[config.mk]
export PLATFORM = sky130hd
export DESIGN_NAME = multi_region_integrity
export DESIGN_NICKNAME = d
export VERILOG_FILES = /design/src/rtl/multi_region_integrity.sv
export SDC_FILE = /design/constraint.sdc
export NUM_CORES = 1
export LEC_CHECK = 0
export BUFFER_PORTS_ARGS = -buffer_cell sky130_fd_sc_hd__buf_2
export CAP_MARGIN = 20
export CORE_ASPECT_RATIO = 1.5
export CORE_UTILIZATION = 35
export DETAILED_ROUTE_END_ITERATION = 7
export HOLD_SLACK_MARGIN = 0.05
export PLACE_DENSITY = 0.69
export SLEW_MARGIN = 40
export SYNTH_ARGS = -nofsm -noshare
export SYNTH_HDL_FRONTEND = slang
export SYNTH_SLANG_ARGS = --single-unit
[constraint.sdc]
create_clock -name clk -period 1.5 [get_ports clk]
set_input_delay 0.3 -clock clk [delete_from_list [all_inputs] [get_ports clk]]
set_output_delay 0.3 -clock clk [all_outputs]
set_load 0.01 [all_outputs]
[src/rtl/multi_region_integrity.sv]
// ============================================================================
// multi_region_integrity : write-protection monitor for N_REG address regions
// Rev 1.0 - initial release
// ============================================================================
`default_nettype none

module multi_region_integrity #(
  parameter int                      N_REG         = 2,
  parameter logic [16*N_REG-1:0]     REG_BASE      = {16'h0170, 16'h0160},
  parameter logic [16*N_REG-1:0]     REG_END       = {16'h017F, 16'h0168},
  parameter logic [N_REG-1:0]        REG_TRUSTED   = '0,
  parameter logic [15:0]             TCB_BASE      = 16'hA000,
  parameter logic [15:0]             TCB_END       = 16'hA0FF,
  parameter logic [15:0]             RESET_HANDLER = 16'h0000,
  parameter int                      MIN_HOLD      = 4,
  parameter int                      CNT_W         = 8
) (
  input  logic             clk,
  input  logic             rst,
  input  logic [15:0]      pc,
  input  logic [15:0]      data_addr,
  input  logic             data_wr,
  input  logic [15:0]      dma_addr,
  input  logic             dma_en,
  input  logic             dma_we,
  output logic             reset,
  output logic [N_REG-1:0] viol_map,
  output logic [1:0]       viol_src,
  output logic [CNT_W-1:0] viol_cnt
);

  localparam int                c_hold_w      = (MIN_HOLD > 1) ? $clog2(MIN_HOLD) : 1;
  localparam logic [c_hold_w-1:0] c_hold_reload = c_hold_w'(MIN_HOLD - 1);

  typedef enum logic [1:0] {
    ST_RUN  = 2'd0,
    ST_HOLD = 2'd1,
    ST_WAIT = 2'd2
  } state_t;

  state_t              state_q, state_d;
  logic [c_hold_w-1:0] hold_cnt_q, hold_cnt_d;
  logic                reset_q, reset_d;
  logic [N_REG-1:0]    viol_map_q, viol_map_d;
  logic [1:0]          viol_src_q, viol_src_d;
  logic [CNT_W-1:0]    viol_cnt_q, viol_cnt_d;

  logic                in_tcb;
  logic [N_REG-1:0]    cpu_hit;
  logic [N_REG-1:0]    dma_hit;
  logic [N_REG-1:0]    hit_map;
  logic [1:0]          src_now;
  logic                viol;

  assign in_tcb = (pc >= TCB_BASE) && (pc <= TCB_END);

  // Trust only exempts CPU writes; DMA writes always count.
  for (genvar i = 0; i < N_REG; i++) begin : g_region
    logic [15:0] base;
    logic [15:0] lim;
    assign base       = REG_BASE[16*i +: 16];
    assign lim        = REG_END[16*i +: 16];
    assign cpu_hit[i] = data_wr && (data_addr >= base) && (data_addr <= lim)
                        && !(REG_TRUSTED[i] && in_tcb);
    assign dma_hit[i] = dma_en && dma_we && (dma_addr >= base) && (dma_addr <= lim);
  end

  assign hit_map = cpu_hit | dma_hit;
  assign src_now = {|dma_hit, |cpu_hit};
  assign viol    = |hit_map;

  always_comb begin
    state_d    = state_q;
    hold_cnt_d = hold_cnt_q;
    case (state_q)
      ST_RUN: begin
        if (viol) begin
          state_d    = ST_HOLD;
          hold_cnt_d = c_hold_reload;
        end
      end
      ST_HOLD: begin
        if (viol) begin
          hold_cnt_d = c_hold_reload;
        end else if (hold_cnt_q == '0) begin
          state_d = ST_WAIT;
        end else begin
          hold_cnt_d = hold_cnt_q - 1'b1;
        end
      end
      ST_WAIT: begin
        if (viol) begin
          state_d    = ST_HOLD;
          hold_cnt_d = c_hold_reload;
        end else if (pc == RESET_HANDLER) begin
          state_d = ST_RUN;
        end
      end
      default: begin
        state_d    = ST_HOLD;
        hold_cnt_d = c_hold_reload;
      end
    endcase
  end

  // Capture replaces the log on a fresh incident; otherwise it accumulates
  // until software is back in RUN, where it is frozen for inspection.
  always_comb begin
    reset_d    = (state_d != ST_RUN);
    viol_map_d = viol_map_q;
    viol_src_d = viol_src_q;
    viol_cnt_d = viol_cnt_q;
    if (state_q == ST_RUN) begin
      if (viol) begin
        viol_map_d = hit_map;
        viol_src_d = src_now;
      end
    end else begin
      viol_map_d = viol_map_q | hit_map;
      viol_src_d = viol_src_q | src_now;
    end
    if (viol && (viol_cnt_q != {CNT_W{1'b1}})) begin
      viol_cnt_d = viol_cnt_q + 1'b1;
    end
  end

  always_ff @(posedge clk or posedge rst) begin
    if (rst) begin
      state_q    <= ST_HOLD;
      hold_cnt_q <= c_hold_reload;
      reset_q    <= 1'b1;
      viol_map_q <= '0;
      viol_src_q <= '0;
      viol_cnt_q <= '0;
    end else begin
      state_q    <= state_d;
      hold_cnt_q <= hold_cnt_d;
      reset_q    <= reset_d;
      viol_map_q <= viol_map_d;
      viol_src_q <= viol_src_d;
      viol_cnt_q <= viol_cnt_d;
    end
  end

  assign reset    = reset_q;
  assign viol_map = viol_map_q;
  assign viol_src = viol_src_q;
  assign viol_cnt = viol_cnt_q;

endmodule

`default_nettype wire
==> results of run 1 <==
## layout make-up
type / instances / area, um^2
Fill cell: 230 / 1000
Tap cell: 37 / 46.3
Multi-Input combinational cell: 76 / 661
Clock inverter: 1 / 5.00
Timing Repair Buffer: 81 / 469
Clock buffer: 3 / 41.3
Sequential cell: 17 / 430
Inverter: 6 / 22.5
## cells in the final DEF, fill, tap and decap left out, types with 2 or more instances in the layout
cell type / n
a21oi_2: 2
and2_1: 2
and3_1: 3
buf_2: 63
buf_4: 13
buf_6: 5
clkbuf_8: 3
dfrtp_1: 13
dfstp_2: 4
ha_1: 2
inv_1: 6
mux2_4: 2
nand2_1: 6
nand2_2: 3
nand2b_1: 2
nand3_1: 2
nand3_2: 3
nand4_1: 2
nor2_1: 3
nor3_1: 2
nor4_1: 2
nor4_4: 3
o21ai_1: 4
o21ai_2: 3
o31ai_1: 2
or2_2: 3
or3b_4: 2
or4b_4: 3
xnor2_1: 5
## cells by family (layout without fill, tap and decap cells)
kind of cell | Yosys count | count (layout) | share of synthesized area [%]
XOR/XNOR | 5 | 5 | 4.45
AND/OR/NAND/NOR | 51 | 51 | 33.3
buffers and inverters | 7 | 91 | 3.43
multiplexers | 2 | 2 | 2.67
flip-flops | 17 | 17 | 43.7
AO/OA/AOI/OAI | 16 | 16 | 9.91
adder cells (fa/ha/maj) | 2 | 2 | 2.54
## power by group through the flow
stage | sequential, mW | combinational [mW] | clock [mW]
finish | 0.548 | 0.313 | 0.342
global route | 0.555 | 0.348 | 0.363
CTS | 0.547 | 0.286 | 0.348
detailed placement | 0.555 | 0.263 | 0
global placement | 0.555 | 0.250 | 0
floorplan | 0.558 | 0.133 | 0
## state kept, by name, indices dropped and copies added (netlist names)
signal,count
hold_cnt_q,2
viol_map,2
state_q,2
viol_cnt,8
viol_src,2
reset,1
## path summary, 6_finish.rpt
path	start	end	slack (ps)	cells past startpoint
max	dma_addr[10]	viol_cnt[7]$_DFFE_PP0P_	-170	6
min	rst	viol_cnt[4]$_DFFE_PP0P_	120	2
max reg2reg	viol_cnt[5]$_DFFE_PP0P_	viol_cnt[6]$_DFFE_PP0P_	-90	5
min reg2reg	viol_map[0]$_DFFE_PP0P_	viol_map[0]$_DFFE_PP0P_	480	2
max in group asynchronous	rst	viol_map[0]$_DFFE_PP0P_	980	2
min in group clk	dma_addr[4]	viol_map[1]$_DFFE_PP0P_	340	3
## stage by stage
step | hold slack (ps) | util, % | TNS (ps)
after global placement | 402 | 54.8 | -6080
after global routing | 175 | 62.6 | -2280
final | 118 | 62.6 | -1050
after CTS | 137 | 60.0 | -1760
after detailed placement | 413 | 54.8 | -6560
after floorplan | 223 | - | -2440
## routing by layer
layer / GRT usage (%) / up-vias
met2: 35.1 / 55
met5: 0 / -
li1: - / 532
met3: 4.07 / 4
met1: 19.3 / 497
met4: 7.95 / 0
## timing repair
item | in CTS | in global routing
endpoints found under the setup margin | 12 | 17
pin swaps | 9 | 9
buffers inserted | 3 | 2
resized for setup | 17 | 17
==> run_results.csv, run 1 <==
group,metric,value,unit
synth,syn_inst,100,
die,dieWidth,45.3,um
route,highest_layer,"met4",
critical_path,cp_cell_sequence,"buf_6, or4b_4, nor4_4, a22o_4, nand4_4, mux2_4",
synth,synth_area_per_cell,9.85,um^2
clock_network,cts.sinks,17,
clock_network,htree_num_levels,1,
route,firstDrtPassIters,4,
route,wl,2680,um
placement,globalplace.congestion,0.708,
synth,synth.most_common_cell,"dfrtp_1",
critical_path,arrival,1810,ps
clock_network,clock_latency,250,ps
die,die_h,67.0,um
sta,rsz0062_at_grt,"true",
synth,synth_nets,155,
layout,fin_area,0.00168,mm^2
critical_path,cp_slowest_cell,"or4b_4",
synth,async_flop_share,100,%
critical_path,setup.worst_path.start_class,"input pin",
global_routing,grt_pass1_vias,1028,
route,wl_met1,937,um
clock_network,clk_pin_slew,70,ps
die,design.core.area,0.00268,mm^2
critical_path,crit_path_max_incr_delay,530,ps
sta,fin_skew,1.41,ps
critical_path,endpoint_kind,"flop",
sta,fin_crit_sh,112,%
critical_path,worstPathMaxFanout,3,
clock_network,cts.path.max_buffers,2,
global_routing,grt_overflow_total,0,
pwr,p_sw,340,uW
global_routing,grt_use_total,18.9,%
clock_network,cts_tree,"yes",
synth,synth_cell_types,37,
synth,synth-edff-count,0,
sta,post-route-min-period,1670,ps
layout,drive_above_1_share,66.3,%
synth,ys_seq_elements,17,
critical_path,critPathRequiredTime,1640,ps
pwr,combPwrFrac,26.0,%
sta,slew_headroom,58.1,%
critical_path,cpLargestDelayFamily,"simple AND/OR/NAND/NOR gates",
pwr,seqPwrFrac,45.6,%
hold_path,hold_path_class,"in -> async",
route,drt_iter0_drc,5,
sta,setup_viol,12,
pwr,vdd.ir_drop.worst,0.000360,V
route,wl_met2,1530,um
synth,yosysTopAreaCell,"dfrtp_1",
sta,max_freq,597,MHz
global_routing,grt_pass1_wl,4130,um
global_routing,antenna_found_initial,0,
die,start_util,36.8,%
synth,ys_top_cells_by_count,"dfrtp_1 (13), nand2_1 (9), inv_1 (6), nand3_1 (6), o21ai_0 (6)",
sta,setup_ws,-174,ps
route,postRouteAntennaNets,0,
pwr,p_leak,0.879,nW
critical_path,path_class,"in -> reg",
critical_path,cp_num_buf_inv,1,
outcome,violations,"negative setup slack",
clock_network,numCtsBuffers,3,
clock_network,cts_root_buf,"clkbuf_8",
layout,layout.cells.non_filler,221,
synth,ys_seq_area_share,43.7,%
clock_network,cts_hold_buf,0,
pwr,p_sw_share,28.3,%
placement,post-place-ws,-562,ps
sta,maxSlewViolCount,0,
synth,ys.flop_type,"dfrtp_1",
placement,place_area,0.00147,mm^2
die,fp-row-count,23,
route,wl_met3,176,um
layout,antennaDiodeCount,0,
pwr,powerDensity,718,mW/mm^2
placement,port-buffer-count,65,
placement,dp_hpwl,2100,um
outcome,status,"complete, but fails checks",
global_routing,grt_max_degree,18,
route,viasPerCell,4.92,
route,vias,1088,
placement,dpl.cell_count,214,
job,maxCapViolCount,0,
synth,yosys-top-cells-area,"dfrtp_1 (33%), dfstp_2 (11%), xnor2_1 (4.4%)",
synth,synth_warnings,0,
pwr,intPower,863,uW
die,die-area,0.00303,mm^2
die,io_pins,66,
pwr,clkPwrFrac,28.4,%
route,wire_per_inst,12.1,um
synth,syn_area,985,um^2
sta,worstMarginPinSlew,628,ps
sta,hold_viol,0,
route,drc,0,
synth,netlist.area_leader.share,33.0,%
layout,synthToLayoutAreaGrowth,70.1,%
pwr,p_total,1.20,mW
layout,final_nets,240,
Power figures use the tool's default switching activity.
==> run 2: changes to the inputs <==
--- a/config.mk
+++ b/config.mk
@@ -12,6 +12,7 @@
 export DETAILED_ROUTE_END_ITERATION = 7
 export HOLD_SLACK_MARGIN = 0.05
 export PLACE_DENSITY = 0.69
+export SKIP_LAST_GASP = 1
 export SLEW_MARGIN = 40
 export SYNTH_ARGS = -nofsm -noshare
 export SYNTH_HDL_FRONTEND = slang
==> run_results.csv, run 2 (synthesis gave the netlist of run 1 again) <==
group,metric,value,unit
sta,hold_viol,0,
pwr,p_sw_share,28.1,%
route,viasPerCell,4.91,
layout,nFillCells,232,
route,drc,0,
die,fp-row-count,23,
sta,max_freq,596,MHz
die,start_util,36.8,%
layout,antennaDiodeCount,0,
sta,fin_crit_sh,112,%
die,die_h,67.0,um
hold_path,hold_path_class,"in -> async",
clock_network,cts.path.max_buffers,2,
job,maxCapViolCount,0,
layout,utilization,62.5,%
pwr,clkPwrFrac,28.3,%
critical_path,path_class,"in -> reg",
placement,dpl.cell_count,214,
critical_path,arrival,1810,ps
route,firstDrtPassIters,4,
route,wire_per_inst,12.1,um
pwr,vdd.ir_drop.worst,0.000359,V
sta,maxSlewViolCount,0,
global_routing,grt_pass1_vias,1025,
sta,setup_viol,12,
sta,slew_headroom,58.3,%
clock_network,clk_pin_slew,70,ps
route,wl,2670,um
global_routing,grt_max_degree,18,
layout,seq_area,430,um^2
die,design.core.area,0.00268,mm^2
critical_path,worstPathMaxFanout,3,
critical_path,endpoint_kind,"flop",
placement,dp_hpwl,2100,um
route,drt_iter0_drc,12,
die,dieWidth,45.3,um
critical_path,r2r_start,"viol_cnt[5]$_DFFE_PP0P_",
sta,setup_ws,-177,ps
layout,layout_commonest_cell,"buf_2",
clock_network,cts_root_buf,"clkbuf_8",
pwr,intPower,863,uW
critical_path,cp_slowest_cell,"or4b_4",
layout,final_nets,240,
layout,synthToLayoutAreaGrowth,69.8,%
layout,multiInputGateArea,657,um^2
critical_path,critPathRequiredTime,1640,ps
clock_network,cts_tree,"yes",
route,vias,1086,
die,die-area,0.00303,mm^2
layout,layout.cells.most_common_list,"buf_2 (63), buf_4 (13), dfrtp_1 (13), inv_1 (6), nand2_1 (6)",
outcome,status,"complete, but fails checks",
pwr,powerDensity,718,mW/mm^2
pwr,p_leak,0.876,nW
layout,largest_reg_flops,8,
die,io_pins,66,
route,postRouteAntennaNets,0,
critical_path,cp_num_buf_inv,1,
global_routing,grt_use_total,18.9,%
critical_path,setup.worst_path.start_class,"input pin",
pwr,seqPwrFrac,45.7,%
critical_path,cp_cell_sequence,"buf_6, or4b_4, nor4_4, a22o_4, nand4_4, mux2_4",
clock_network,cts.sinks,17,
layout,drive_above_1_share,65.8,%
outcome,violations,"negative setup slack",
sta,rsz0062_at_grt,"true",
clock_network,clock_latency,250,ps
critical_path,crit_path_max_incr_delay,530,ps
pwr,p_sw,337,uW
sta,fin_skew,2.12,ps
critical_path,worst-r2r-cell-count,5,
global_routing,grt_pass1_wl,4130,um
global_routing,grt_overflow_total,0,
global_routing,antenna_found_initial,0,
critical_path,reg2reg_slack,-80,ps
pwr,combPwrFrac,26.0,%
placement,port-buffer-count,65,
sta,post-route-min-period,1680,ps
clock_network,numCtsBuffers,3,
clock_network,htree_num_levels,1,
placement,globalplace.congestion,0.708,
pwr,p_total,1.20,mW
critical_path,cpLargestDelayFamily,"simple AND/OR/NAND/NOR gates",
sta,worstMarginPinSlew,624,ps
layout,layout.cells.non_filler,221,
critical_path,r2r-end,"viol_cnt[6]$_DFFE_PP0P_",
## run 2: cell count changes in the layout (fill, tap and decap cells not counted)
| cell | before | now |
|---|---|---|
| mux2_1 | 0 | 1 |
| mux2_4 | 2 | 1 |
## run 2: worst max path at each step
| stage | startpoint | end | depth (start not counted) |
|---|---|---|---|
| 2_1_floorplan | dma_addr[12] | viol_cnt[7]$_DFFE_PP0P_ | 6 |
| 3_3_place_gp | dma_addr[12] | viol_cnt[5]$_DFFE_PP0P_ | 7 |
| 3_5_place_dp | data_addr[13] | viol_cnt[5]$_DFFE_PP0P_ | 7 |
| 4_1_cts | dma_addr[13] | viol_cnt[7]$_DFFE_PP0P_ | 6 |
| 5_1_grt | dma_addr[10] | viol_cnt[7]$_DFFE_PP0P_ | 6 |
| 6_report | dma_addr[10] | viol_cnt[7]$_DFFE_PP0P_ | 6 |
## run 2: worst register-to-register path, cell delays in order (launching register included)
cell     delay, ps
dfrtp_1        400
and3_1         210
and3_1         210
nor2_1         380
nand3_2        130
xnor2_1        140
## run 2: routing by layer
metal	vias up	global-route usage (%)	part of all wire [%]
met5	-	0	0
met4	0	7.95	1.2
met3	4	4.07	6.6
met2	55	35.1	57
met1	494	19.3	35
li1	533	-	-
## run 2: power by group through the flow
stage	sequential (mW)	clock [mW]	combinational [mW]
floorplan	0.558	0	0.133
global placement	0.555	0	0.250
detailed placement	0.555	0	0.263
finish	0.548	0.340	0.313
CTS	0.547	0.348	0.286
global route	0.555	0.363	0.348
## run 2: final cells by class
cell class	instances	share of cell area [%]
timing repair buffer	81	28.1
clock inverter	1	0.299
multi-input combinational	76	39.3
clock buffer	3	2.47
tap	37	2.77
sequential	17	25.7
inverter	6	1.35
## run 2: through the flow
| step | area [um^2] | setup WS (ps) | hold slack (ps) | setup TNS [ps] |
|---|---|---|---|---|
| after floorplan | 1010 | -426 | 223 | -2440 |
| after global placement | 1470 | -524 | 402 | -6080 |
| after detailed placement | 1470 | -562 | 413 | -6560 |
| after CTS | 1610 | -259 | 137 | -1770 |
| after global routing | 1670 | -248 | 175 | -2290 |
| final | 1670 | -177 | 116 | -1080 |
## run 2: repair_timing
item                       in CTS  in global routing
setup endpoints to repair      12                 17
resized for setup              17                 16
hold buffers                    0                  0
setup buffers                   3                  2
pin swaps                       7                 11
